==> config.mk <==
export PLATFORM = sky130hd
export DESIGN_NAME = camera_emulator
export DESIGN_NICKNAME = d
export VERILOG_FILES = /design/src/rtl/camera_emulator.sv
export SDC_FILE = /design/constraint.sdc
export NUM_CORES = 1
export LEC_CHECK = 0
export BUFFER_PORTS_ARGS = -buffer_cell sky130_fd_sc_hd__buf_2
export CAP_MARGIN = 20
export CORE_MARGIN = 4
export CORE_UTILIZATION = 59
export DETAILED_ROUTE_END_ITERATION = 10
export PLACE_DENSITY = 0.87
export SLEW_MARGIN = 30
export SYNTH_ARGS = -nofsm -noshare
export SYNTH_HDL_FRONTEND = slang
export SYNTH_SLANG_ARGS = --single-unit
==> constraint.sdc <==
create_clock -name clk_in -period 6.2 [get_ports clk_in]
set_input_delay 0.62 -clock clk_in [delete_from_list [all_inputs] [get_ports clk_in]]
set_output_delay 0.62 -clock clk_in [all_outputs]
set_load 0.01 [all_outputs]
==> src/rtl/camera_emulator.sv <==
// Camera parallel-interface transmitter: pclk/vsync/href plus RGB565 bytes from a built-in pattern generator.
// Optional build macro CAMERA_EMU_MOTION_EN makes the square drift one pixel right per frame.
module camera_emulator #(
  parameter int H_ACTIVE    = 320,
  parameter int H_BLANK     = 144,
  parameter int V_ACTIVE    = 240,
  parameter int VSYNC_LINES = 3,
  parameter int V_BACK      = 17,
  parameter int V_FRONT     = 10,
  parameter int PCLK_DIV    = 2,
  parameter int SQ_SIZE     = 32
) (
  input  logic        clk_in,
  input  logic        rst_in,
  input  logic        enable_in,
  input  logic [1:0]  pattern_sel_in,
  input  logic [15:0] color_in,
  input  logic [9:0]  sq_x_in,
  input  logic [8:0]  sq_y_in,
  output logic        pclk_out,
  output logic        vsync_out,
  output logic        href_out,
  output logic [7:0]  pixel_out,
  output logic        frame_start_out,
  output logic [2:0]  state_out
);

  localparam int LINE_LEN = 2 * H_ACTIVE + H_BLANK;
  localparam int BAR_W    = (H_ACTIVE / 8 > 0) ? H_ACTIVE / 8 : 1;
  localparam logic [10:0] H_LAST   = 11'(LINE_LEN - 1);
  localparam logic [10:0] H_BYTES  = 11'(2 * H_ACTIVE);
  localparam logic [7:0]  DIV_LAST = 8'(PCLK_DIV - 1);

  typedef enum logic [2:0] {S_IDLE, S_VSYNC, S_VBACK, S_ACTIVE, S_VFRONT} state_t;

  state_t      state, state_n;
  logic [7:0]  div_cnt;
  logic [10:0] h_cnt, h_n;
  logic [8:0]  v_cnt, v_n, v_last;
  logic        div_last, fall_tick, load_frame;
  logic [1:0]  fr_pat;
  logic [15:0] fr_color;
  logic [9:0]  fr_sq_x;
  logic [8:0]  fr_sq_y;

  assign div_last  = (div_cnt == DIV_LAST);
  // Everything except pclk moves on the edge where pclk goes 1->0.
  assign fall_tick = div_last && pclk_out;
  assign state_out = state;

  always_comb begin
    case (state)
      S_VSYNC:  v_last = 9'(VSYNC_LINES - 1);
      S_VBACK:  v_last = 9'(V_BACK - 1);
      S_ACTIVE: v_last = 9'(V_ACTIVE - 1);
      S_VFRONT: v_last = 9'(V_FRONT - 1);
      default:  v_last = 9'd0;
    endcase
  end

  always_ff @(posedge clk_in) begin
    if (!rst_in) state <= S_IDLE;
    else         state <= state_n;
  end

  always_comb begin
    state_n    = state;
    h_n        = h_cnt;
    v_n        = v_cnt;
    load_frame = 1'b0;
    if (fall_tick) begin
      if (state == S_IDLE) begin
        if (enable_in) begin
          state_n    = S_VSYNC;
          h_n        = '0;
          v_n        = '0;
          load_frame = 1'b1;
        end
      end else if (h_cnt != H_LAST) begin
        h_n = h_cnt + 11'd1;
      end else begin
        h_n = '0;
        if (v_cnt != v_last) begin
          v_n = v_cnt + 9'd1;
        end else begin
          v_n = '0;
          case (state)
            S_VSYNC:  state_n = S_VBACK;
            S_VBACK:  state_n = S_ACTIVE;
            S_ACTIVE: state_n = S_VFRONT;
            S_VFRONT: begin
              // enable_in is only looked at here, so a frame is never cut short.
              if (enable_in) begin
                state_n    = S_VSYNC;
                load_frame = 1'b1;
              end else begin
                state_n = S_IDLE;
              end
            end
            default:  state_n = S_IDLE;
          endcase
        end
      end
    end
  end

  // Pixel for the position being entered, so the registered byte lines up with it.
  logic        href_n;
  logic [9:0]  px_x;
  logic [8:0]  px_y;
  logic [9:0]  bar_q;
  logic [2:0]  bar_idx;
  logic [10:0] sq_x_end;
  logic [9:0]  sq_y_end;
  logic        in_sq;
  logic [15:0] px_color;
  logic [7:0]  byte_n;

  assign href_n   = (state_n == S_ACTIVE) && (h_n < H_BYTES);
  assign px_x     = h_n[10:1];
  assign px_y     = v_n;
  assign bar_q    = px_x / 10'(BAR_W);
  assign bar_idx  = (bar_q > 10'd7) ? 3'd7 : bar_q[2:0];
  assign sq_x_end = {1'b0, fr_sq_x} + 11'(SQ_SIZE);
  assign sq_y_end = {1'b0, fr_sq_y} + 10'(SQ_SIZE);
  assign in_sq    = (px_x >= fr_sq_x) && ({1'b0, px_x} < sq_x_end) &&
                    (px_y >= fr_sq_y) && ({1'b0, px_y} < sq_y_end);

  always_comb begin
    px_color = 16'h0000;
    case (fr_pat)
      2'd0: px_color = fr_color;
      2'd1: begin
        case (bar_idx)
          3'd0:    px_color = 16'hFFFF;
          3'd1:    px_color = 16'hFFE0;
          3'd2:    px_color = 16'h07FF;
          3'd3:    px_color = 16'h07E0;
          3'd4:    px_color = 16'hF81F;
          3'd5:    px_color = 16'hF800;
          3'd6:    px_color = 16'h001F;
          default: px_color = 16'h0000;
        endcase
      end
      2'd2:    px_color = in_sq ? fr_color : 16'h0000;
      default: px_color = {px_x[4:0], px_x[5:0], px_x[4:0]};
    endcase
  end

  assign byte_n = href_n ? (h_n[0] ? px_color[7:0] : px_color[15:8]) : 8'h00;

  always_ff @(posedge clk_in) begin
    if (!rst_in) begin
      div_cnt         <= '0;
      pclk_out        <= 1'b0;
      h_cnt           <= '0;
      v_cnt           <= '0;
      vsync_out       <= 1'b0;
      href_out        <= 1'b0;
      pixel_out       <= 8'h00;
      frame_start_out <= 1'b0;
      fr_pat          <= '0;
      fr_color        <= '0;
      fr_sq_x         <= '0;
      fr_sq_y         <= '0;
    end else begin
      frame_start_out <= 1'b0;
      h_cnt           <= h_n;
      v_cnt           <= v_n;
      if (div_last) begin
        div_cnt  <= '0;
        pclk_out <= ~pclk_out;
      end else begin
        div_cnt <= div_cnt + 8'd1;
      end
      if (fall_tick) begin
        vsync_out       <= (state_n == S_VSYNC);
        href_out        <= href_n;
        pixel_out       <= byte_n;
        frame_start_out <= (state_n == S_VSYNC) && (state != S_VSYNC);
      end
      if (load_frame) begin
        fr_pat   <= pattern_sel_in;
        fr_color <= color_in;
        fr_sq_y  <= sq_y_in;
`ifdef CAMERA_EMU_MOTION_EN
        if (state == S_IDLE)                   fr_sq_x <= sq_x_in;
        else if (fr_sq_x >= 10'(H_ACTIVE - 1)) fr_sq_x <= 10'd0;
        else                                   fr_sq_x <= fr_sq_x + 10'd1;
`else
        fr_sq_x <= sq_x_in;
`endif
      end
    end
  end

endmodule

==> results.tsv <==
stage	metric	value	unit
finish	nNetsFinal	757	
power_and_ir_drop	p_sw_share	25.4	%
drt	drtPass1Iterations	6	
global_route	grt_pass1_vias	4622	
drt	route.antenna.remaining_nets	0	
clocking	clockBufferDepth	2	
finish	fin_cells	792	
synth	synth.net_count	720	
worst_setup_path	criticalPathCategory	reg2reg	
global_route	grt_max_degree	54	
synth	synth_seq_cells	80	
worst_setup_path	end_kind	flop	
finish	drive_gt1_share	14.0	%
drt	drtIter0Drc	355	
power_and_ir_drop	leakagePower	2.12	nW
worst_setup_path	worstSetupStartpointType	flop	
sta	finalSetupViolCount	0	
power_and_ir_drop	finalPower	1.01	mW
drt	wire_per_inst	15.8	um
floorplan	die_h	99.6	um
sta	worstMarginPinSlew	0.886	ns
power_and_ir_drop	peakVddDrop	0.000116	V
power_and_ir_drop	p_per_area	186	mW/mm2
sta	finalMaxSlewViolations	0	
global_route	antenna_found_initial	0	
worst_setup_path	required	6.45	ns
synth	synthAdderAreaFrac	8.59	%
clocking	clk_pin_slew	0.08	ns
global_route	grt_pass1_wl	21000	um
clocking	ctsHtreeMaxLevel	3	
sta	rsz0062_at_grt	no	
placement	placed_cells	777	
synth	synthFlopType	dfxtp_1	
power_and_ir_drop	p_int	0.752	mW
power_and_ir_drop	p_clk_share	38.7	%
floorplan	initial_core_util	60.6	%
floorplan	dieArea	0.00992	mm2
floorplan	core	0.00818	mm2
synth	ys_seq_area_share	32.3	%
clocking	clk-insertion-delay-late	0.36	ns
job	cap_viol_max_count	0	
synth	netlist_top_cells_area	dfxtp_1 32%, ha_1 8.6%, nand2_1 8.3%, a21oi_1 6.6%, nor2_1 3.3%	
synth	yosysWarnings	0	
placement	finalWeightedCongestion	0.943	
floorplan	std_cell_rows	33	
clocking	clkSinkCount	80	
power_and_ir_drop	switching_power	0.256	mW
clocking	tritoncts	yes	
finish	num_antenna_cells	0	
run_status	status	finished, final reports clean	
synth	synth_mux_area_share	0.809	%
worst_setup_path	arrival	5.60	ns
global_route	grt-ovfl-total	0	
drt	via_count	4864	
placement	port_buffers	54	
clocking	root_buffer	clkbuf_8	
min_path	hold_class	reg2reg	
sta	relSlewSlack	39.4	%
global_route	grt_usage	25.7	%
sta	clock_skew	0.00964	ns
finish	area_growth	9.73	%
synth	synth_top_family_by_area	simple AND/OR/NAND/NOR gates	
sta	tns	0	ns
synth	synth_common_cells	110 x nand2_1, 80 x dfxtp_1, 65 x a21oi_1	
synth	synth_top_area_cell	dfxtp_1	
sta	fin_crit_sh	86.2	%
floorplan	die_x	99.6	um
synth	syn_area_per_cell	7.66	um2
synth	synth_cells	646	
sta	hold_viol	0	
synth	ys_async_sr_fraction	0	%
clocking	post_cts_buffers	0	
drt	post-route-drc-count	0	
synth	yosys.area_share.simple	26.4	%
worst_setup_path	path_max_fanout	16	
drt	viasPerCell	6.14	
sta	clock.fmax	187	MHz
placement	place_hpwl	8840	um
synth	synth_area	0.00495	mm2
synth	synth_compound_area_share	23.0	%
sta	fin_crit	5.35	ns
clocking	cts_inserted_buffers	9	
clocking	ctsHoldBuffers	0	
power_and_ir_drop	p_comb_share	8.4	%
synth	synth_top_area_share	32.3	%
floorplan	io_pins	55	
clocking	ctsResizeCount	0	
synth	synth_edf_count	0	
synth	synth_xor_area_share	3.18	%
synth	synth.distinct_cells	70	
drt	totalWireLength	12500	um
power_and_ir_drop	p_seq_share	53.0	%
synth	synth_most_common_cell	nand2_1	
## routing by layer
layer | wire [um] | share of wire [%] | global-route usage (%) | vias up
met3 | 824 | 6.6 | 4.49 | 26
met5 | 0 | 0 | 0 | -
met1 | 5430 | 43 | 32.5 | 2279
li1 | - | - | - | 2373
met2 | 5960 | 48 | 43.5 | 186
met4 | 282 | 2.3 | 10.3 | 0
## state kept, by name, indices dropped and copies added, names as in the netlist
signal	cells
href_out	1
fr_sq_x	10
vsync_out	1
fr_pat	2
pclk_out	1
fr_sq_y	9
state_out	3
div_cnt	8
pixel_out	8
h_cnt	11
v_cnt	9
fr_color	16
frame_start_out	1
## cell usage in the layout (no fill, tap or decap), drive strengths merged, types with 6 or more instances in the layout
cell type  netlist  layout
nand2b           9       9
dfxtp           80      80
inv             32      32
xor2             9       9
a21o             6       6
o31ai            8       8
and3             8       8
nand4            7       7
o21a             9       9
nor4             7       7
nor3            12      12
nand3           29      29
ha              34      34
buf             11      59
o21ai           34      34
clkbuf          22      10
xnor2            9       9
and2            19      19
a21oi           65      65
nor2            43      43
nand2          111     111
## logic make-up after synthesis
| kind of cell | Yosys count |
|---|---|
| flip-flops | 80 |
| buffers and inverters | 65 |
| adder cells (fa/ha/maj) | 34 |
| AND/OR/NAND/NOR | 270 |
| XOR/XNOR | 18 |
| multiplexers | 4 |
| AO/OA/AOI/OAI | 175 |
## area by class of cell
| class | count | area, um2 |
|---|---|---|
| multi-input combinational | 501 | 3080 |
| sequential | 80 | 1600 |
| fill | 716 | 2740 |
| timing repair buffer | 59 | 308 |
| clock inverter | 5 | 56.3 |
| clock buffer | 10 | 138 |
| tap | 105 | 131 |
| inverter | 32 | 121 |
## critical path, stage by stage (launching register included)
cell and delay, ns:
dfxtp_1 0.42, ha_1 0.28, nand3_1 0.20, nor3_1 0.56, inv_1 0.13, a2111oi_0 0.71, inv_1 0.20, nand3_1 0.39
a31oi_1 0.08, o21ai_0 0.17, o41ai_1 0.17, ha_1 0.31, o21a_1 0.10, o221ai_1 0.11, a221oi_1 0.28, o21ai_0 0.14
nor4_2 0.15, buf_4 0.24, nand2_1 0.07, a21oi_1 0.15, o21ai_0 0.09, a221oi_1 0.28
## power by group through the flow
| stage | clock network (mW) | logic, mW | registers [mW] |
|---|---|---|---|
| 2_1_floorplan | 0 | 0.0554 | 0.544 |
| 3_3_place_gp | 0 | 0.0811 | 0.546 |
| 3_5_place_dp | 0 | 0.0836 | 0.546 |
| 4_1_cts | 0.392 | 0.0844 | 0.534 |
| 5_1_grt | 0.413 | 0.0945 | 0.536 |
| 6_report | 0.390 | 0.0843 | 0.534 |
## stage by stage
stage          worst slack [ns]  instance area (um2)  hold slack [ns]  util [%]
2_1_floorplan              1.27                 4950            0.434         -
3_3_place_gp               1.36                 5240            0.443      64.1
3_5_place_dp               1.01                 5240            0.448      64.1
4_1_cts                   0.983                 5430            0.460      66.4
5_1_grt                   0.378                 5430            0.485      66.5
6_report                  0.853                 5430            0.458      66.5
## path summary, 6_finish.rpt
path | startpoint | endpoint | slack [ns] | cells after the start
worst max-delay path | h_cnt[0]$_SDFF_PN0_ | pixel_out[0]$_SDFFE_PN0N_ | 0.85 | 21
worst min-delay path | fr_sq_y[3]$_SDFFE_PN0P_ | fr_sq_y[3]$_SDFFE_PN0P_ | 0.46 | 2
worst max register to register | h_cnt[0]$_SDFF_PN0_ | pixel_out[0]$_SDFFE_PN0N_ | 0.85 | 21
worst min register to register | fr_sq_y[3]$_SDFFE_PN0P_ | fr_sq_y[3]$_SDFFE_PN0P_ | 0.46 | 2
No activity file was read; power rests on OpenSTA's default activity.
